$ cat src/rtl/mem_arbiter.sv
`timescale 1ns/1ps
// Single-port data-RAM arbiter between the pipeline MEM stage and a debug/loader port.
// CPU has priority; a starvation counter forces debug through, and a lock mode hands the loader the RAM.
module mem_arbiter #(
  parameter int ADDR_SIZE    = 10,
  parameter int WORD_SIZE    = 32,
  parameter int STARVE_LIMIT = 4
) (
  input  logic                 clk,
  input  logic                 rst_n,
  input  logic                 cpu_req,
  input  logic                 cpu_we,
  input  logic [ADDR_SIZE-1:0] cpu_addr,
  input  logic [WORD_SIZE-1:0] cpu_wdata,
  output logic                 cpu_stall,
  output logic [WORD_SIZE-1:0] cpu_rdata,
  input  logic                 dbg_req,
  input  logic                 dbg_we,
  input  logic                 dbg_lock,
  input  logic [ADDR_SIZE-1:0] dbg_addr,
  input  logic [WORD_SIZE-1:0] dbg_wdata,
  output logic                 dbg_gnt,
  output logic [WORD_SIZE-1:0] dbg_rdata,
  output logic                 dbg_rvalid,
  output logic                 mem_en,
  output logic                 mem_we,
  output logic [ADDR_SIZE-1:0] mem_addr,
  output logic [WORD_SIZE-1:0] mem_wdata,
  input  logic [WORD_SIZE-1:0] mem_rdata
);

  localparam int               CNT_W   = $clog2(STARVE_LIMIT + 1);
  localparam logic [CNT_W-1:0] CNT_MAX = CNT_W'(STARVE_LIMIT);

  typedef enum logic {
    IDLE = 1'b0,
    LOCK = 1'b1
  } arb_state_t;

  arb_state_t       arb_state;
  logic [CNT_W-1:0] starve_cnt;
  logic             rd_owner;
  logic             rd_vld_p1;

  logic cpu_req_v;
  logic dbg_req_v;
  logic locked;
  logic dbg_win;
  logic cpu_win;
  logic rd_gnt;

  function automatic logic [CNT_W-1:0] sat_inc(input logic [CNT_W-1:0] v);
    return (v == CNT_MAX) ? v : v + 1'b1;
  endfunction

  // ---- stage p0: combinational arbitration against registered state ----
  // Requests are masked while reset is held so every output reads 0 during reset.
  assign cpu_req_v = cpu_req & rst_n;
  assign dbg_req_v = dbg_req & rst_n;
  assign locked    = (arb_state == LOCK);

  assign dbg_win = dbg_req_v & (locked | ~cpu_req_v | (starve_cnt == CNT_MAX));
  assign cpu_win = cpu_req_v & ~dbg_win & ~locked;
  assign rd_gnt  = (dbg_win & ~dbg_we) | (cpu_win & ~cpu_we);

  assign dbg_gnt   = dbg_win;
  assign cpu_stall = cpu_req_v & ~cpu_win;

  always_comb begin
    mem_en    = 1'b0;
    mem_we    = 1'b0;
    mem_addr  = '0;
    mem_wdata = '0;
    if (dbg_win) begin
      mem_en    = 1'b1;
      mem_we    = dbg_we;
      mem_addr  = dbg_addr;
      mem_wdata = dbg_wdata;
    end else if (cpu_win) begin
      mem_en    = 1'b1;
      mem_we    = cpu_we;
      mem_addr  = cpu_addr;
      mem_wdata = cpu_wdata;
    end
  end

  // ---- stage p0 -> p1: arbitration state and read-return tracking ----
  always_ff @(posedge clk or negedge rst_n) begin
    if (!rst_n) begin
      arb_state  <= IDLE;
      starve_cnt <= '0;
      rd_owner   <= 1'b0;
      rd_vld_p1  <= 1'b0;
    end else begin
      case (arb_state)
        IDLE:    if (dbg_win && dbg_lock) arb_state <= LOCK;
        LOCK:    if (!dbg_lock) arb_state <= IDLE;
        default: arb_state <= IDLE;
      endcase

      if (dbg_win || !dbg_req_v) starve_cnt <= '0;
      else                       starve_cnt <= sat_inc(starve_cnt);

      rd_vld_p1 <= rd_gnt;
      if (rd_gnt) rd_owner <= dbg_win;
    end
  end

  // ---- stage p1: steer the RAM's registered read data to its owner ----
  assign dbg_rvalid = rd_vld_p1 & rd_owner;
  assign dbg_rdata  = dbg_rvalid ? mem_rdata : '0;
  assign cpu_rdata  = (rd_vld_p1 && !rd_owner) ? mem_rdata : '0;

endmodule

$ cat config.mk
export PLATFORM = sky130hd
export DESIGN_NAME = mem_arbiter
export DESIGN_NICKNAME = d
export VERILOG_FILES = /design/src/rtl/mem_arbiter.sv
export SDC_FILE = /design/constraint.sdc
export NUM_CORES = 1
export LEC_CHECK = 0
export ABC_CLOCK_PERIOD_IN_PS = 2200
export CAP_MARGIN = 10
export CELL_PAD_IN_SITES_DETAIL_PLACEMENT = 0
export CELL_PAD_IN_SITES_GLOBAL_PLACEMENT = 1
export CORE_MARGIN = 2
export CORE_UTILIZATION = 11
export CTS_BUF_LIST = sky130_fd_sc_hd__clkbuf_16
export DETAILED_ROUTE_END_ITERATION = 16
export GPL_TIMING_DRIVEN = 0
export PLACE_DENSITY = 0.82
export SETUP_SLACK_MARGIN = 0.05
export SYNTH_ARGS = -nofsm -noshare
export SYNTH_HDL_FRONTEND = slang
export SYNTH_SLANG_ARGS = --single-unit
$ cat constraint.sdc
create_clock -name clk -period 2.2 [get_ports clk]
set_input_delay 0.66 -clock clk [delete_from_list [all_inputs] [get_ports clk]]
set_output_delay 0.66 -clock clk [all_outputs]
set_load 0.03 [all_outputs]
# Word-level counts from Yosys, hierarchy flattened
# Cells that the tools add are included.
# W data, S select, Z words.
word_totals:
  ff_bits: 6
  wordCells: 45
op_classes:
  addsub: 1
  eq_ne: 2
  muxes: 15
  bitwise: 18
  n_reduce_logical: 5
op_table:
  columns: ["op", "count"]
  rows:
  - ["$mux W32", 4]
  - ["$mux W10", 2]
  - ["$and A1 B1 Y1", 9]
  - ["$mux W1", 6]
  - ["$mux W3", 2]
  - ["$not A1 Y1", 6]
  - ["$add A3 B1 Y3 const B", 1]
  - ["$eq A3 B3 Y1 const B", 1]
  - ["$or A1 B1 Y1", 3]
  - ["$logic_and A1 B1 Y1", 2]
  - ["$logic_not A1 Y1", 2]
  - ["$ne A2 B2 Y1 const B", 1]
  - ["$pmux W1 S2", 1]
  - ["$logic_or A1 B1 Y1", 1]

# Longest topological paths before layout
logic_depth:
  depth_word: 10
  mapped_depth: 7
  mapped_depth_nobuf: 6

# Least setup slack after synthesis
# Ideal clock, no wire load.
synth_path:
  path_type: "input-to-output"
  start: "input port cpu_req"
  end: "output port mem_wdata[22]"
  t_arrival_ns: 1.602
  t_required_ns: 1.540
  slack_ns: -0.062
  stages: 5
  n_path_buf: 1
  cell_sequence: "nor2b_2 a21o_4 inv_6 buf_6 a22o_1"
synth_via:
  elab_chain_len: 10
synth_rtl:
  columns: ["element", "line_no", "source"]
  rows:
  - ["start: declaration", "11", "input logic cpu_req,"]
  - ["$and A1 B1 Y1 *", "58", "assign cpu_req_v = cpu_req & rst_n;"]
  - ["$not A1 Y1 *", "62", "assign dbg_win = dbg_req_v & (locked | ~cpu_req_v | (starve_cnt == CNT_MAX));"]
  - ["$or A1 B1 Y1 * (2 in series)", "62", null]
  - ["$and A1 B1 Y1 *", "62", null]
  - ["net dbg_gnt", "22", "output logic dbg_gnt,"]
  - ["$not A1 Y1", "63", "assign cpu_win = cpu_req_v & ~dbg_win & ~locked;"]
  - ["$and A1 B1 Y1 (2 in series)", "63", null]
  - ["$mux W32", "79", "end else if (cpu_win) begin"]
  - ["$mux W32 *", "74", "if (dbg_win) begin"]
  - ["end: declaration", "28", "output logic [WORD_SIZE-1:0] mem_wdata,"]
# The timed path passes the listed nets; every way through them passes the cells marked *.

# Worst setup path after layout
layout_path:
  start: "input port cpu_req"
  end: "output port mem_wdata[11]"
layout_via:
  elab_chain_len: 10
layout_rtl:
  columns: ["element", "line_no"]
  rows:
  - ["$and A1 B1 Y1 *", "58"]
  - ["$not A1 Y1", "62"]
  - ["$or A1 B1 Y1 (2 in series)", "62"]
  - ["$and A1 B1 Y1", "62"]
  - ["$not A1 Y1", "63"]
  - ["$and A1 B1 Y1 (2 in series)", "63"]
  - ["$mux W32", "79"]
  - ["$mux W32 *", "74"]
# Every way passes the cells marked *; elsewhere a longest branch is shown, timed or not.

==> flow_summary_export.csv <==
group,metric,value,unit
place,placed_cells_incl_taps,535,
worst_hold_path,min_path_type,"primary input to async pin",
cells_and_area,number_of_diodes,0,
yosys,post_synth_inst_count,159,
die,rows,39,
yosys,net_count_after_synthesis,284,
yosys,synth-compound-area-share,34.5,%
cells_and_area,drive_gt1_share,50.4,%
yosys,post_synth_and_or_nand_nor_area_fraction,38.8,%
drt,first_pass_iters,4,
global_routing,grtUsageMet3,4.65,%
die,die_w,111,µm
yosys,synthFlopType,"dfrtp_1",
yosys,synthAdderAreaFrac,1.99,%
yosys,synth_largest_area_cell,"a22o_1",
yosys,yosys.cell_types.count,26,
sta,timing.final.crit_share,108,%
global_routing,grt_util_all_layers,13.5,%
drt,vias_per_cell,4.16,
drt,number_of_drc_markers_in_iteration_0,45,
sta,max_clock_freq,0.420,GHz
place,place_hpwl,7260,µm
die,die_area,12300,µm²
clock_network,worst_skew_pair.late_latency,0.23,ns
global_routing,first_pass_grt_wire_length,13600,µm
global_routing,gr-usage-met1,14.1,%
yosys,synth.mux.area_fraction,0,%
drt,vias,2312,
place,post_dp_cell_area,3960,µm²
global_routing,vias_in_the_first_global_route,2487,
power,pwr_cell_area,328,nW/µm²
yosys,synth_top_area_share,30.0,%
yosys,combinational_family_with_the_most_area_after_synthesis,"simple AND/OR/NAND/NOR gates",
place,io_buffer_count,233,
sta,worst_margin_slew,0.320,ns
drt,drt.antenna.violating_nets,0,
clock_network,htree_num_levels,1,
yosys,netlist_top_cells_area,"a22o_1, and2_1, and3_1, dfrtp_1, buf_6",
cells_and_area,final_cells,556,
sta,timing.max_slew.rel_slack,78.7,%
yosys,yosys.cell_count.top_type,"a22o_1",
yosys,synth_sequential_area_ratio,11.9,%
yosys,mappedNetlistArea,1260,µm²
global_routing,grtUsageMet2,25.4,%
sta,finalHoldViolCount,0,
yosys,synth_warnings,0,
yosys,synth_edf_count,0,
power,vdd.ir_drop.worst,186,µV
worst_setup_path,worstPathRequired,1.54,ns
cells_and_area,design_area,4380,µm²
worst_setup_path,critical_path.reg2reg.endpoint,"rd_vld_p1$_DFF_PN0_",
sta,unrepaired_setup_endpoints_after_global_routing,"yes",
job,max_cap_violations,0,
clock_network,clock_slew_seen_by_the_registers_of_the_worst_setup_and_hold_paths,0.03,ns
global_routing,grt-ovfl-total,0,
cells_and_area,number_of_nets_in_the_finished_design,540,
worst_setup_path,arrival,1.72,ns
sta,setup-violations-final,43,
die,initial_utilization,11.2,%
sta,fin_skew,0.000723,ns
global_routing,grt-busiest-layer,"met2",
yosys,yosys_register_bits,6,
yosys,netlist_top_cells_count,"a22o_1, and2_1, and3_1",
clock_network,ctsRootBufferMaster,"clkbuf_16",
yosys,xor_xnor_fraction_of_synth_area,0.697,%
worst_setup_path,r2r.worst_path.cells,9,
die,fp.coreArea,11300,µm²
worst_setup_path,startpoint_class,"primary input",
worst_setup_path,timing.rr.start,"starve_cnt[0]$_DFFE_PN0P_",
drt,drc,0,
worst_setup_path,setup.worst_path.end_class,"output pin",
status,violations,"setup timing",
worst_setup_path,critPathMaxFanout,10,
global_routing,number_of_antenna_violations_at_the_first_check_in_global_routing,0,
sta,layout_min_cycle_time,2.38,ns
drt,postRouteWirelength,8790,µm
global_routing,grt_max_degree,11,
clock_network,numCtsBuffers,3,
clock_network,cts_hold_buf,0,
power,power.static_leakage,2.20,nW
status,outcome,"finished, violations left",
yosys,synth_async_sr_flop_share,100,%
sta,layout_setup_ws,-0.179,ns
clock_network,cts_tree,"yes",
drt,avgRoutedWirePerCell,15.8,µm
place,gp_congestion,0.868,
sta,drv_slew,0,
cells_and_area,synthToLayoutAreaGrowth,248,%
yosys,synth.avg_cell_area,7.91,µm²
die,die-height,111,µm
worst_setup_path,r2r_setup_slack,0.59,ns
clock_network,clock_sink_count,6,
worst_setup_path,path_class,"primary input to output pin",
clock_network,cts_max_path_buffers,2,
die,boundaryPins,234,
cells in the final DEF, fill, tap and decap left out, types with 2 or more instances in the layout:
cell | Yosys | final
clkdlybuf4s50_1 | 0 | 115
buf_6 | 8 | 57
a22o_4 | 0 | 39
buf_2 | 0 | 34
and2_1 | 33 | 33
and3_1 | 32 | 28
buf_4 | 0 | 27
buf_12 | 0 | 8
buf_8 | 0 | 7
clkbuf_4 | 0 | 7
clkbuf_2 | 0 | 6
and3_4 | 1 | 5
a22o_1 | 43 | 4
dfrtp_1 | 6 | 4
inv_1 | 5 | 3
nor2_1 | 3 | 3
clkbuf_16 | 0 | 3
inv_2 | 0 | 2
nor2b_4 | 0 | 2
clkbuf_1 | 9 | 2
dlymetal6s2s_1 | 0 | 2
dlygate4sd2_1 | 0 | 2
dfrtp_2 | 0 | 2
worst max-delay path by stage:
stage | slack (ns) | depth (start not counted) | from | to
2_1_floorplan | 0.007 | 5 | cpu_req | mem_wdata[22]
3_3_place_gp | -1.53 | 6 | rst_n | mem_wdata[29]
3_5_place_dp | -1.55 | 6 | rst_n | mem_wdata[29]
4_1_cts | -0.34 | 9 | starve_cnt[1]$_DFFE_PN0P_ | mem_wdata[25]
5_1_grt | -0.25 | 8 | starve_cnt[1]$_DFFE_PN0P_ | mem_addr[0]
6_report | -0.18 | 7 | cpu_req | mem_wdata[11]
layout make-up:
| class | count | area, µm² |
|---|---|---|
| multi-input combinational | 130 | 1360 |
| timing repair buffer | 252 | 2400 |
| buffer | 16 | 170 |
| clock buffer | 3 | 75.1 |
| fill | 1135 | 6890 |
| sequential | 6 | 153 |
| tap | 143 | 179 |
| inverter | 6 | 35.0 |
stage by stage:
step / setup TNS (ns) / hold slack (ns) / setup slack (ns) / total power [mW] / util (%)
6_report: -7.03 / 0.228 / -0.179 / 1.44 / 38.8
5_1_grt: -8.50 / 0.233 / -0.253 / 1.50 / 38.8
4_1_cts: -12.01 / 0.259 / -0.345 / 1.44 / 37.8
3_5_place_dp: -95.36 / 0.458 / -1.55 / 1.04 / 35.1
3_3_place_gp: -93.12 / 0.444 / -1.53 / 1.03 / 35.1
2_1_floorplan: 0 / 0.364 / 0.00735 / 0.550 / -
logic make-up (layout without fill, tap and decap cells):
| family | after synthesis | count (layout) |
|---|---|---|
| buffers and inverters | 23 | 277 |
| and+or+nand+nor | 77 | 77 |
| AOI/OAI and AO/OA | 50 | 50 |
| xor gates and xnor gates | 1 | 1 |
| DFF | 6 | 6 |
| adders and majority gates | 2 | 2 |
report_power, final:
group / total (mW) / leakage (nW) / internal (mW) / switching, mW
Combinational: 1.01 / 2.08 / 0.539 / 0.472
Sequential: 0.135 / 0.0777 / 0.119 / 0.0159
Clock: 0.292 / 0.0370 / 0.233 / 0.0588
Total: 1.44 / 2.20 / 0.891 / 0.547
timing repair:
item / 4_1_cts / 5_1_grt
gates resized for setup: 709 / 82
pin swaps: 5 / 13
cloned: 5 / 0
endpoints found under the setup margin: 112 / 76
buffers inserted: 11 / 8
layer usage:
| metal | vias up | share of wire [%] | wire [µm] |
|---|---|---|---|
| li1 | 1103 | - | - |
| met1 | 1025 | 37 | 3230 |
| met2 | 173 | 50 | 4400 |
| met3 | 11 | 11 | 976 |
| met4 | 0 | 2.0 | 179 |
| met5 | - | 0 | 0 |
worst max-delay path, stage by stage:
cell and delay [ns]:
buf_8 0.08, nor2b_4 0.14, a21o_4 0.18, clkinv_8 0.09, buf_8 0.16, a22o_4 0.26, buf_6 0.14
registers in the layout, indices dropped and copies added, names as in the netlist:
| register | cells |
|---|---|
| arb_state | 1 |
| rd_owner | 1 |
| rd_vld_p1 | 1 |
| starve_cnt | 3 |
No activity file was read; power rests on OpenSTA's default activity.
